<file path="src/rtl/mem_arbiter_pkg.sv">
// Shared types and constants for the instruction/data RAM arbiter.
// State encodings, RAM write-enable codes and load/store size codes live here.
package mem_arbiter_pkg;

    typedef enum logic [1:0] {
        ST_IDLE   = 2'd0,
        ST_ACCESS = 2'd1,
        ST_RESP   = 2'd2
    } state_t;

    // One-hot RAM write enable; all-zero means read.
    typedef enum logic [2:0] {
        WE_NONE = 3'b000,
        WE_WORD = 3'b001,
        WE_HALF = 3'b010,
        WE_BYTE = 3'b100
    } we_t;

    typedef enum logic {
        GNT_I = 1'b0,
        GNT_D = 1'b1
    } port_t;

    localparam logic [1:0] SZ_B = 2'd0;
    localparam logic [1:0] SZ_H = 2'd1;
    localparam logic [1:0] SZ_W = 2'd2;

    // Size code 3 is not a legal access size; it is folded into a word store.
    function automatic we_t size_to_we(input logic [1:0] size);
        we_t we;
        case (size)
            SZ_B:    we = WE_BYTE;
            SZ_H:    we = WE_HALF;
            SZ_W:    we = WE_WORD;
            default: we = WE_WORD;
        endcase
        return we;
    endfunction

endpackage

</file>
<file path="src/rtl/mem_arbiter_if.sv">
// Bus bundle between the core's fetch/load-store ports, the arbiter and the RAM.
// The slave view is the arbiter; the master view is everything around it.
interface mem_arbiter_if #(
    parameter int ADDR_W = 32,
    parameter int DATA_W = 32
);
    logic              i_req;
    logic [ADDR_W-1:0] i_addr;
    logic              i_ack;
    logic [DATA_W-1:0] i_rdata;

    logic              d_req;
    logic              d_we;
    logic [1:0]        d_size;
    logic [ADDR_W-1:0] d_addr;
    logic [DATA_W-1:0] d_wdata;
    logic              d_ack;
    logic [DATA_W-1:0] d_rdata;

    logic [ADDR_W-1:0] ram_addr;
    logic [2:0]        ram_we;
    logic [DATA_W-1:0] ram_wdata;
    logic [DATA_W-1:0] ram_rdata;

    modport slave (
        input  i_req, i_addr,
        output i_ack, i_rdata,
        input  d_req, d_we, d_size, d_addr, d_wdata,
        output d_ack, d_rdata,
        output ram_addr, ram_we, ram_wdata,
        input  ram_rdata
    );

    modport master (
        output i_req, i_addr,
        input  i_ack, i_rdata,
        output d_req, d_we, d_size, d_addr, d_wdata,
        input  d_ack, d_rdata,
        input  ram_addr, ram_we, ram_wdata,
        output ram_rdata
    );
endinterface

</file>
<file path="src/rtl/mem_arbiter_rr_arb2.sv">
// Two-input round-robin grant; purely combinational.
// grant is one-hot: bit 0 = instruction fetch, bit 1 = data port.
module rr_arb2
    import mem_arbiter_pkg::*;
(
    input  logic       req_i,
    input  logic       req_d,
    input  port_t      last_grant,
    output logic [1:0] grant
);

    always_comb begin
        grant = 2'b00;
        if (req_i && req_d) begin
            // Contention goes to whichever port was not served last.
            grant = (last_grant == GNT_I) ? 2'b10 : 2'b01;
        end else if (req_i) begin
            grant = 2'b01;
        end else if (req_d) begin
            grant = 2'b10;
        end
    end

endmodule

</file>
<file path="src/rtl/mem_arbiter.sv">
// Shares one single-port synchronous RAM between the fetch and load/store ports.
//   state     | meaning
//   ST_IDLE   | sample requests, register winner's address/we/wdata
//   ST_ACCESS | RAM sees address and write enable; we cleared on exit
//   ST_RESP   | winner's ack pulses, rdata taken straight from the RAM
module mem_arbiter
    import mem_arbiter_pkg::*;
#(
    parameter int ADDR_W = 32,
    parameter int DATA_W = 32
) (
    input  logic         clk,
    input  logic         reset,
    mem_arbiter_if.slave bus
);

    state_t            state;
    state_t            state_next;
    port_t             last_grant;
    logic [1:0]        win;
    logic              start;
    logic              i_ack;
    logic              d_ack;
    logic [ADDR_W-1:0] addr_q;
    logic [DATA_W-1:0] wdata_q;
    we_t               we_q;

    rr_arb2 u_rr_arb2 (
        .req_i      (bus.i_req),
        .req_d      (bus.d_req),
        .last_grant (last_grant),
        .grant      (win)
    );

    always_ff @(posedge clk) begin
        if (reset) begin
            state <= ST_IDLE;
        end else begin
            state <= state_next;
        end
    end

    always_comb begin
        state_next = state;
        start      = 1'b0;
        i_ack      = 1'b0;
        d_ack      = 1'b0;
        case (state)
            ST_IDLE: begin
                if (win != 2'b00) begin
                    start      = 1'b1;
                    state_next = ST_ACCESS;
                end
            end
            ST_ACCESS: begin
                state_next = ST_RESP;
            end
            ST_RESP: begin
                i_ack      = (last_grant == GNT_I);
                d_ack      = (last_grant == GNT_D);
                state_next = ST_IDLE;
            end
            default: begin
                state_next = ST_IDLE;
            end
        endcase
    end

    // last_grant is updated on entry to ACCESS, so it also names the port
    // being served for the rest of this access.
    always_ff @(posedge clk) begin
        if (reset) begin
            addr_q     <= '0;
            wdata_q    <= '0;
            we_q       <= WE_NONE;
            last_grant <= GNT_I;
        end else if (start) begin
            if (win[1]) begin
                addr_q     <= bus.d_addr;
                wdata_q    <= bus.d_wdata;
                we_q       <= bus.d_we ? size_to_we(bus.d_size) : WE_NONE;
                last_grant <= GNT_D;
            end else begin
                addr_q     <= bus.i_addr;
                we_q       <= WE_NONE;
                last_grant <= GNT_I;
            end
        end else if (state == ST_ACCESS) begin
            we_q <= WE_NONE;
        end
    end

    assign bus.ram_addr  = addr_q;
    assign bus.ram_we    = we_q;
    assign bus.ram_wdata = wdata_q;
    assign bus.i_ack     = i_ack;
    assign bus.d_ack     = d_ack;
    assign bus.i_rdata   = bus.ram_rdata;
    assign bus.d_rdata   = bus.ram_rdata;

endmodule

</file>
<file path="src/flat_wrapper.sv">
// flat-port wrapper written by rule: the top's interface ports become plain ports
module mem_arbiter_flat import mem_arbiter_pkg::*;
#(
    parameter int ADDR_W = 32,
    parameter int DATA_W = 32
)
  (clk, reset, bus_i_req, bus_i_addr, bus_i_ack, bus_i_rdata, bus_d_req, bus_d_we, bus_d_size, bus_d_addr, bus_d_wdata, bus_d_ack, bus_d_rdata, bus_ram_addr, bus_ram_we, bus_ram_wdata, bus_ram_rdata);
  mem_arbiter_if #(.ADDR_W(ADDR_W), .DATA_W(DATA_W)) bus_i ();
  input  logic clk;
  input  logic reset;
  input wire logic [$bits(bus_i.i_req)-1:0] bus_i_req;
  input wire logic [$bits(bus_i.i_addr)-1:0] bus_i_addr;
  output wire logic [$bits(bus_i.i_ack)-1:0] bus_i_ack;
  output wire logic [$bits(bus_i.i_rdata)-1:0] bus_i_rdata;
  input wire logic [$bits(bus_i.d_req)-1:0] bus_d_req;
  input wire logic [$bits(bus_i.d_we)-1:0] bus_d_we;
  input wire logic [$bits(bus_i.d_size)-1:0] bus_d_size;
  input wire logic [$bits(bus_i.d_addr)-1:0] bus_d_addr;
  input wire logic [$bits(bus_i.d_wdata)-1:0] bus_d_wdata;
  output wire logic [$bits(bus_i.d_ack)-1:0] bus_d_ack;
  output wire logic [$bits(bus_i.d_rdata)-1:0] bus_d_rdata;
  output wire logic [$bits(bus_i.ram_addr)-1:0] bus_ram_addr;
  output wire logic [$bits(bus_i.ram_we)-1:0] bus_ram_we;
  output wire logic [$bits(bus_i.ram_wdata)-1:0] bus_ram_wdata;
  input wire logic [$bits(bus_i.ram_rdata)-1:0] bus_ram_rdata;
  assign bus_i.i_req = bus_i_req;
  assign bus_i.i_addr = bus_i_addr;
  assign bus_i_ack = bus_i.i_ack;
  assign bus_i_rdata = bus_i.i_rdata;
  assign bus_i.d_req = bus_d_req;
  assign bus_i.d_we = bus_d_we;
  assign bus_i.d_size = bus_d_size;
  assign bus_i.d_addr = bus_d_addr;
  assign bus_i.d_wdata = bus_d_wdata;
  assign bus_d_ack = bus_i.d_ack;
  assign bus_d_rdata = bus_i.d_rdata;
  assign bus_ram_addr = bus_i.ram_addr;
  assign bus_ram_we = bus_i.ram_we;
  assign bus_ram_wdata = bus_i.ram_wdata;
  assign bus_i.ram_rdata = bus_ram_rdata;
  mem_arbiter #(.ADDR_W(ADDR_W), .DATA_W(DATA_W)) u_core (.clk(clk), .reset(reset), .bus(bus_i));
endmodule
</file>
<file path="config.mk">
export PLATFORM = sky130hd
export DESIGN_NAME = mem_arbiter_flat
export DESIGN_NICKNAME = d
export VERILOG_FILES = /design/src/rtl/mem_arbiter_pkg.sv /design/src/rtl/mem_arbiter_if.sv /design/src/rtl/mem_arbiter_rr_arb2.sv /design/src/rtl/mem_arbiter.sv /design/src/flat_wrapper.sv
export SDC_FILE = /design/constraint.sdc
export NUM_CORES = 1
export LEC_CHECK = 0
export CAP_MARGIN = 20
export CELL_PAD_IN_SITES_DETAIL_PLACEMENT = 0
export CELL_PAD_IN_SITES_GLOBAL_PLACEMENT = 1
export CORE_MARGIN = 3
export CORE_UTILIZATION = 22
export DETAILED_ROUTE_END_ITERATION = 10
export HOLD_SLACK_MARGIN = 0.12
export PLACE_DENSITY_LB_ADDON = 0.25
export SLEW_MARGIN = 20
export SYNTH_ARGS = -nofsm -noshare
export SYNTH_HDL_FRONTEND = slang
export SYNTH_SLANG_ARGS = --single-unit
</file>
<file path="constraint.sdc">
create_clock -name clk -period 1.4 [get_ports clk]
set_input_delay 0.14 -clock clk [delete_from_list [all_inputs] [get_ports clk]]
set_output_delay 0.14 -clock clk [all_outputs]
set_load 0.005 [all_outputs]
</file>
* After elaboration in Yosys (flattened, before gate mapping)
Cells that the tools add are included.
Word-level totals: logic and storage cells 33, register bits 70, bits of input ports 135
Operators by class: mux-type cells 17, bitwise operators 1, eq/ne operators 4, reductions and logical operators 6
Operator list (number):
- $mux 32 | 1
- $mux 3 | 4
- $mux 2 | 5
- $pmux 3 s2 | 1
- $mux 1 | 5
- $eq 2x1->1 const B | 2
- $logic_not 2->1 | 2
- $pmux 2 s2 | 1
- $reduce_bool 2->1 | 2
- $eq 2x2->1 const B | 1
- $ne 2x1->1 const B | 1
- $reduce_and 2->1 | 1
- $logic_and 1x1->1 | 1
- $not 1->1 | 1

* Longest topological paths before layout
Gate-level depths: netlist of run 1.
word-level depth 7, mapped depth 5, gate-level depth less buffers 3

* Hierarchy
A second synthesis of run 1 with hierarchy kept.
Second synthesis, totals: cell total of the unflattened synthesis 379, area total of the unflattened synthesis 3309.4 um^2
Modules (own cells, without submodules):
- mem_arbiter | cells an instance 376, area each 3290.7 um^2, instances 1
- rr_arb2 | cells an instance 3, area each 18.8 um^2, instances 1

* Least setup slack after synthesis of run 1
No wires, ideal clock.
kind reg-to-reg, start point reg u_core.state[1], end point reg u_core.addr_q[26] (netlist: u_core.bus.ram_addr[26]), arrival time 1.093 ns, setup slack 0.174 ns, stages on the path, launching flop included 6, buffers on the path 2, required time 1.267 ns, cells stage by stage dfxtp_1 -> or2_1 -> buf_6 -> nor2_2 -> buf_4 -> a311oi_1
Between the ends: longest elaborated chain between the ends 2
RTL lines:
- start, declared | RTL line mem_arbiter.sv:17 | state_t state;
- start signal, assigned | RTL line mem_arbiter.sv:39 | state <= state_next;
- $logic_not 2->1 | RTL line mem_arbiter.sv:48 | case (state)
- $mux 1 | RTL line mem_arbiter.sv:48
- end signal, assigned | RTL line mem_arbiter.sv:79 | addr_q <= bus.d_addr;
- end signal, assigned | RTL line mem_arbiter.sv:84 | addr_q <= bus.i_addr;
- end, declared | RTL line mem_arbiter.sv:24 | logic [ADDR_W-1:0] addr_q;
Every way passes these cells. A chain may end at the register's enable or synchronous reset.

* Worst setup path after layout of run 1
start point reg u_core.addr_q[0] (netlist: u_core.bus.ram_addr[0]), end point out bus_ram_addr[0]
RTL lines:
- end, declared | RTL line flat_wrapper.sv:22 | output wire logic [$bits(bus_i.ram_addr)-1:0] bus_ram_addr;
No word-level cell between the ends.

==> summary.md, run 1 <==
| Metric | Value |
|---|---|
| First-pass GRT wire length | about 18 mm |
| Top-count cell post-synth | buf_4 |
| Routed wire per std cell | roughly 16 um |
| Worst setup SP type | register |
| Post-Route WL | 11.8 mm |
| R2R depth | 5 |
| Flip-flop and latch count after synthesis | 70 |
| Starting Density | 22.5% |
| Design Power | about 6400 uW |
| Iteration count of the initial detailed-routing pass | 4 |
| Max-cap violation count | 0 |
| Clock transition at path regs | around 0.06 ns |
| Top cell type's share of synthesized area | around 40% |
| Crit path cell chain | clkdlybuf4s50_1 |
| Clk_skew | ~0.0063 ns |
| Clock buffer depth | 2 |
| Core area | approximately 15000 sq um |
| Worst EP arrival | between 1 and 1.5 ns |
| Via count | between 3k and 4k |
| Max-Slew Margin vs Limit | 69.2% |
| GRT overflow | 0 |
| Register area | 1410 sq um |
| # hold bufs at CTS | 0 |
| Fin. Hold Viols | 0 |
| CP Depth | 1 |
| Library cells used by synthesis | 24 |
| Min-Delay Path Class | input pin to register |
| Row count | 45 |
| Synth async-reset ratio | 0% |
| Via-per-instance ratio | approximately 4.5 |
| Port buffer count | ~170 |
| Initial antenna violation count | 0 |
| Die Height | 131 um |
| Sequential share of the synthesized area | a little over 40% |
| Via count of the first global-routing pass | about 3.3k |
| Syn Nets | 555 |
| Die Footprint | 17200 sq um |
| Initial DRC Count | 130 |
| Post-route ant nets | 0 |
| Yosys top cell by area | dfxtp_1 |
| Nets | 653 |
| R2r setup slk | around 0.090 ns |
| Critical Path Max Stage Delay | between 0.5 and 0.6 ns |
| Status | complete, no violations |
| DRC | 0 |
| Mapped Area | between 3000 and 4000 sq um |
| # fillers | ~1.6k |
| Req. time, crit path | 1.26 ns |
| Top delay family on crit path | buffers and inverters |
| Worst skew pair latency | about 0.34 ns |
| EDFF count, synth | 0 |
| YS warnings | 0 |
| Peak VDD IR | between 0.5 and 0.6 mV |
| Gr usage total | approximately 13% |
| CP max FO | 2 |
| P&R area growth vs syn | 54.7% |
| Crit. End Element | output pin |
| Share of layout cells above drive strength 1 | under 10% |
| H-tree depth | 3 |
| CTS root buf | clkbuf_16 |
| Largest net degree at the start of global routing | 39 |
| GP Congestion | between 0.7 and 0.8 |
| Syn Inst Count | 420 |
| Leak | just under 0.002 uW |
| Pins Over Slew Limit | 0 |
| Mapped Avg Cell Area | roughly 8 sq um |
| Kind of critical path | register to output pin |
| Final period util | between 90% and 100% |
| Setup slack after layout | ~0.058 ns |
| Final setup fails | 0 |
| DP Wirelength | between 8 and 9 mm |
| Place WS | -0.284 ns |
| CTS sink cnt | 70 |
| Commonest cells in the netlist | buf_4, dfxtp_1, a21oi_1, nand2_1, o21ai_0 |
| CTS tree | done |
| Largest cells by area after synthesis | dfxtp_1, buf_4, a21oi_1 |
| Minimum clock period | ~1.3 ns |
| Hold depth | 3 |
| Buffer and inverter count on the worst path | 1 |
| Number of buffers created by CTS | 9 |
| Worst-Margin Slew | about 0.46 ns |
| I/O Pins | roughly 270 |
| Die X | 131 um |
| CP max stage cell | clkdlybuf4s50_1 |
| Antenna diodes | 0 |
| Multi-input logic area | roughly 1400 sq um |
| Pwr dens | between 1000 and 1500 nW/um^2 |
| RSZ-0062 raised after global routing | no |
| Top FF cell, synth | dfxtp_1 |
| Top achievable clock speed | approximately 750 MHz |
==> where the power goes <==
group	total [uW]	internal (uW)	leakage (uW)	switching, uW
Combinational	1400	812	0.00118	591
Sequential	2280	2180	0.000578	101
Clock	2700	1840	0.000170	861
Total	6380	4830	0.00193	1550
==> metrics by stage <==
step	setup TNS, ns	util [%]	cell area [sq um]	cells	hold slack (ns)
5_1_grt	0	34.8	5320	734	0.262
6_report	0	34.8	5320	734	0.255
4_1_cts	0	34.7	5300	734	0.239
2_1_floorplan	0	-	3440	420	0.265
3_3_place_gp	-10.48	32.4	4950	718	0.280
3_5_place_dp	-13.52	32.4	4950	718	0.280
==> sequential cells by signal, summed over array words and instances, names as in the netlist <==
register              flops
u_core.bus.ram_addr      32
u_core.state              2
u_core.bus.ram_wdata     32
u_core.bus.ram_we         3
u_core.last_grant         1
==> layout by cell type, fill, tap and decap left out, types with 3 or more instances in the layout <==
master           Yosys  final
clkdlybuf4s50_1      0    168
dfxtp_1             70     67
nand2_1             65     65
a21oi_1             65     64
o21ai_0             33     33
nand3_1             32     32
a311oi_1            32     32
buf_4               71     13
clkbuf_16            0      9
buf_12               0      7
bufinv_16            0      3
dfxtp_2              0      3
==> cells by family (layout without fill, tap and decap cells) <==
kind of cell / count (synthesis) / count (layout) / synth area share [%]
AO/OA/AOI/OAI: 136 / 136 / 24.1
AND/OR/NAND/NOR: 109 / 109 / 14.3
buffers and inverters: 105 / 208 / 20.8
flip-flops: 70 / 70 / 40.8
==> final cells by class <==
| cell class | count | share of cell area [%] |
|---|---|---|
| repair buffers | 191 | 36.5 |
| multi-input cells | 245 | 25.4 |
| well taps | 211 | 4.97 |
| clock buffers | 13 | 4.90 |
| flip-flops and latches | 70 | 26.4 |
| inverters | 1 | 0.0706 |
| clock inverters | 3 | 1.69 |
==> worst reg2reg max path: cells and delay by family (launching register included) <==
kind                   cells  cell delay (ns)
AND/OR/NAND/NOR            1             0.16
flip-flops                 1             0.34
buffers and inverters      2             0.36
AO/OA/AOI/OAI              2             0.35
==> repair_timing <==
| action | in CTS | in global routing |
|---|---|---|
| cloned | 0 | 0 |
| setup endpoints to repair | 3 | 49 |
| buffers inserted | 0 | 0 |
| resized for setup | 4 | 5 |
| pin swaps | 0 | 2 |
==> path summary, 6_finish.rpt <==
path | to | startpoint
worst max-delay path | bus_ram_addr[0] | u_core.bus.ram_addr[0]
worst max register to register | u_core.bus.ram_addr[7] | u_core.state[1]
worst min register to register | u_core.bus.ram_wdata[31] | u_core.bus.ram_wdata[31]
worst min-delay path | u_core.bus.ram_we[0] | reset
==> per-layer routing <==
metal  wire [um]  track usage [%]
met3         882             4.19
met2        5650             21.5
met1        5080             16.5
met4         206             6.11
met5           0                0
Note: power is estimated with default switching activity, not from simulation.
==> inputs of run 2 (changes only) <==
Settings changed: CORE_UTILIZATION 22 to 24.
Clock period 1.4 ns to 1.6 ns, I/O delays scaled along.
==> summary.md, run 2 (synthesized netlist as in run 1, its figures left out) <==
| Metric | Value |
|---|---|
| Fin. Hold Viols | 0 (unchanged) |
| Core area | 13900 sq um (was 15300 sq um) |
| # hold bufs at CTS | 0 (unchanged) |
| Via count | 3340 (was 3299) |
| Leak | 0.00192 uW (was 0.00193 uW) |
| CTS sink cnt | 70 (unchanged) |
| Post-Route WL | 11.5 mm (was 11.8 mm) |
| # fillers | 1420 (was 1590) |
| RSZ-0062 raised after global routing | no (unchanged) |
| Initial antenna violation count | 0 (unchanged) |
| Max-Slew Margin vs Limit | 76.2% (was 69.2%) |
| Die Footprint | 15800 sq um (was 17200 sq um) |
| H-tree depth | 3 (unchanged) |
| TNS Setup | 0 ns (unchanged) |
| Hold Slack | 0.293 ns (was 0.255 ns) |
| Clk_skew | 0.00461 ns (was 0.00634 ns) |
| Placed cell areas | 4960 sq um (was 4950 sq um) |
| Kind of critical path | register to output pin (unchanged) |
| DRC | 0 (unchanged) |
| Minimum clock period | around 1.4 ns |
| Antenna diodes | 0 (unchanged) |
| Worst-Margin Slew | 0.356 ns (was 0.462 ns) |
| Finished Layout Cells | 706 (was 734) |
| Via count of the first global-routing pass | 3486 (was 3317) |
| CTS tree | done (unchanged) |
| Routed wire per std cell | 16.3 um (was 16.1 um) |
| Final instance area | 5240 sq um (was 5320 sq um) |
| P&R area growth vs syn | 52.4% (was 54.7%) |
| Req. time, crit path | 1.44 ns (was 1.26 ns) |
| Largest net degree at the start of global routing | 34 (was 39) |
| Peak VDD IR | 0.407 mV (was 0.508 mV) |
| Final period util | ~90% |
| DP Wirelength | 8.19 mm (was 8.23 mm) |
| I/O Pins | 268 (unchanged) |
| Post-route ant nets | 0 (unchanged) |
| Starting Density | 24.7% (was 22.5%) |
| Min-Delay Path Class | input pin to register (unchanged) |
| Most common cell after layout, fill and taps aside | clkdlybuf4s50_1 (unchanged) |
| Iteration count of the initial detailed-routing pass | 4 (unchanged) |
| Final setup fails | 0 (unchanged) |
| Clock transition at path regs | 0.05 ns (was 0.06 ns) |
| Worst EP arrival | 1.28 ns (was 1.20 ns) |
| Final core utilization | 37.6% (was 34.8%) |
| First-pass GRT wire length | 18.5 mm (was 17.8 mm) |
| Port buffer count | 171 (unchanged) |
| GRT overflow | 0 (unchanged) |
| Placed Instances | 691 (was 718) |
| Top achievable clock speed | between 600 and 700 MHz |
| Commonest cells after routing, fill and taps aside | clkdlybuf4s50_1, dfxtp_1, a21oi_1, nand2_1, o21ai_0 (was clkdlybuf4s50_1, dfxtp_1, nand2_1) |
| Die X | 126 um (was 131 um) |
| Initial DRC Count | 137 (was 130) |
| Row count | 43 (was 45) |
| Number of buffers created by CTS | 9 (unchanged) |
| Gr usage total | 14.5% (was 13.4%) |
| Clock buffer depth | 2 (unchanged) |
| Worst setup SP type | register (unchanged) |
| Max-cap violation count | 0 (unchanged) |
| CTS root buf | clkbuf_16 (unchanged) |
| Status | complete, no violations (unchanged) |
| Pwr dens | 971 nW/um^2 (was 1200 nW/um^2) |
| CP max FO | 6 (was 2) |
| Pins Over Slew Limit | 0 (unchanged) |
| Die Height | 126 um (was 131 um) |
| GP Congestion | 0.728 (was 0.733) |
| Crit. End Element | output pin (unchanged) |
| Nets | 657 (was 653) |
| Worst skew pair latency | 0.33 ns (was 0.34 ns) |
| Share of layout cells above drive strength 1 | 8.37% (was 8.80%) |
| Via-per-instance ratio | 4.73 (was 4.49) |
## run 2: cell types whose count changed in the layout (fill, tap and decap cells not counted), sizes merged
cell    change
buf         +4
bufinv      -3
clkbuf      +1
clkinv      +1
## run 2: per-stage QoR
stage	total power, uW	worst slack [ns]
6_report	5080	0.164
5_1_grt	5340	0.109
4_1_cts	5150	0.0639
3_5_place_dp	3280	-0.0477
3_3_place_gp	3280	-0.0220
2_1_floorplan	2640	0.374
## run 2: what timing repair did
item / 4_1_cts / 5_1_grt
resized for setup: 3 / 1
setup buffers: 0 / 0
hold endpoints to repair: 0 / 0
endpoints found under the setup margin: 2 / 40
## run 2: report_power, final
part | internal, uW | total, uW | switching, uW
Sequential | 1900 | 1990 | 88.9
Combinational | 729 | 1240 | 514
Clock | 1120 | 1850 | 722
## run 2: final cells by class
| cell class | count | area [sq um] | area share [%] |
|---|---|---|---|
| clock buffer | 14 | 264 | 5.04 |
| multi-input combinational | 245 | 1340 | 25.5 |
| tap | 180 | 225 | 4.30 |
| inverter | 1 | 3.75 | 0.0717 |
| clock inverter | 1 | 5.00 | 0.0956 |
| sequential | 70 | 1400 | 26.8 |
| timing repair buffer | 195 | 2000 | 38.1 |
## run 2: per-layer routing
layer | wire (um) | global-route usage, %
met1 | 5070 | 18.4
met4 | 178 | 5.36
met5 | 0 | 0
met3 | 782 | 4.41
met2 | 5460 | 23.3
## run 2: final timing paths
kind	slack (ns)	cells after the start	endpoint	from
setup reg to reg	0.20	4	u_core.bus.ram_addr[4]	u_core.state[0]
hold / removal	0.29	3	u_core.bus.ram_we[0]	reset
hold reg to reg	0.47	1	u_core.bus.ram_we[1]	u_core.bus.ram_we[1]
setup / recovery	0.16	2	bus_d_ack	u_core.state[0]
## run 2: worst max-delay path: stages, from the launching register on
cell           delay [ns]
dfxtp_1              0.46
and3b_1              0.21
dlygate4sd2_1        0.27
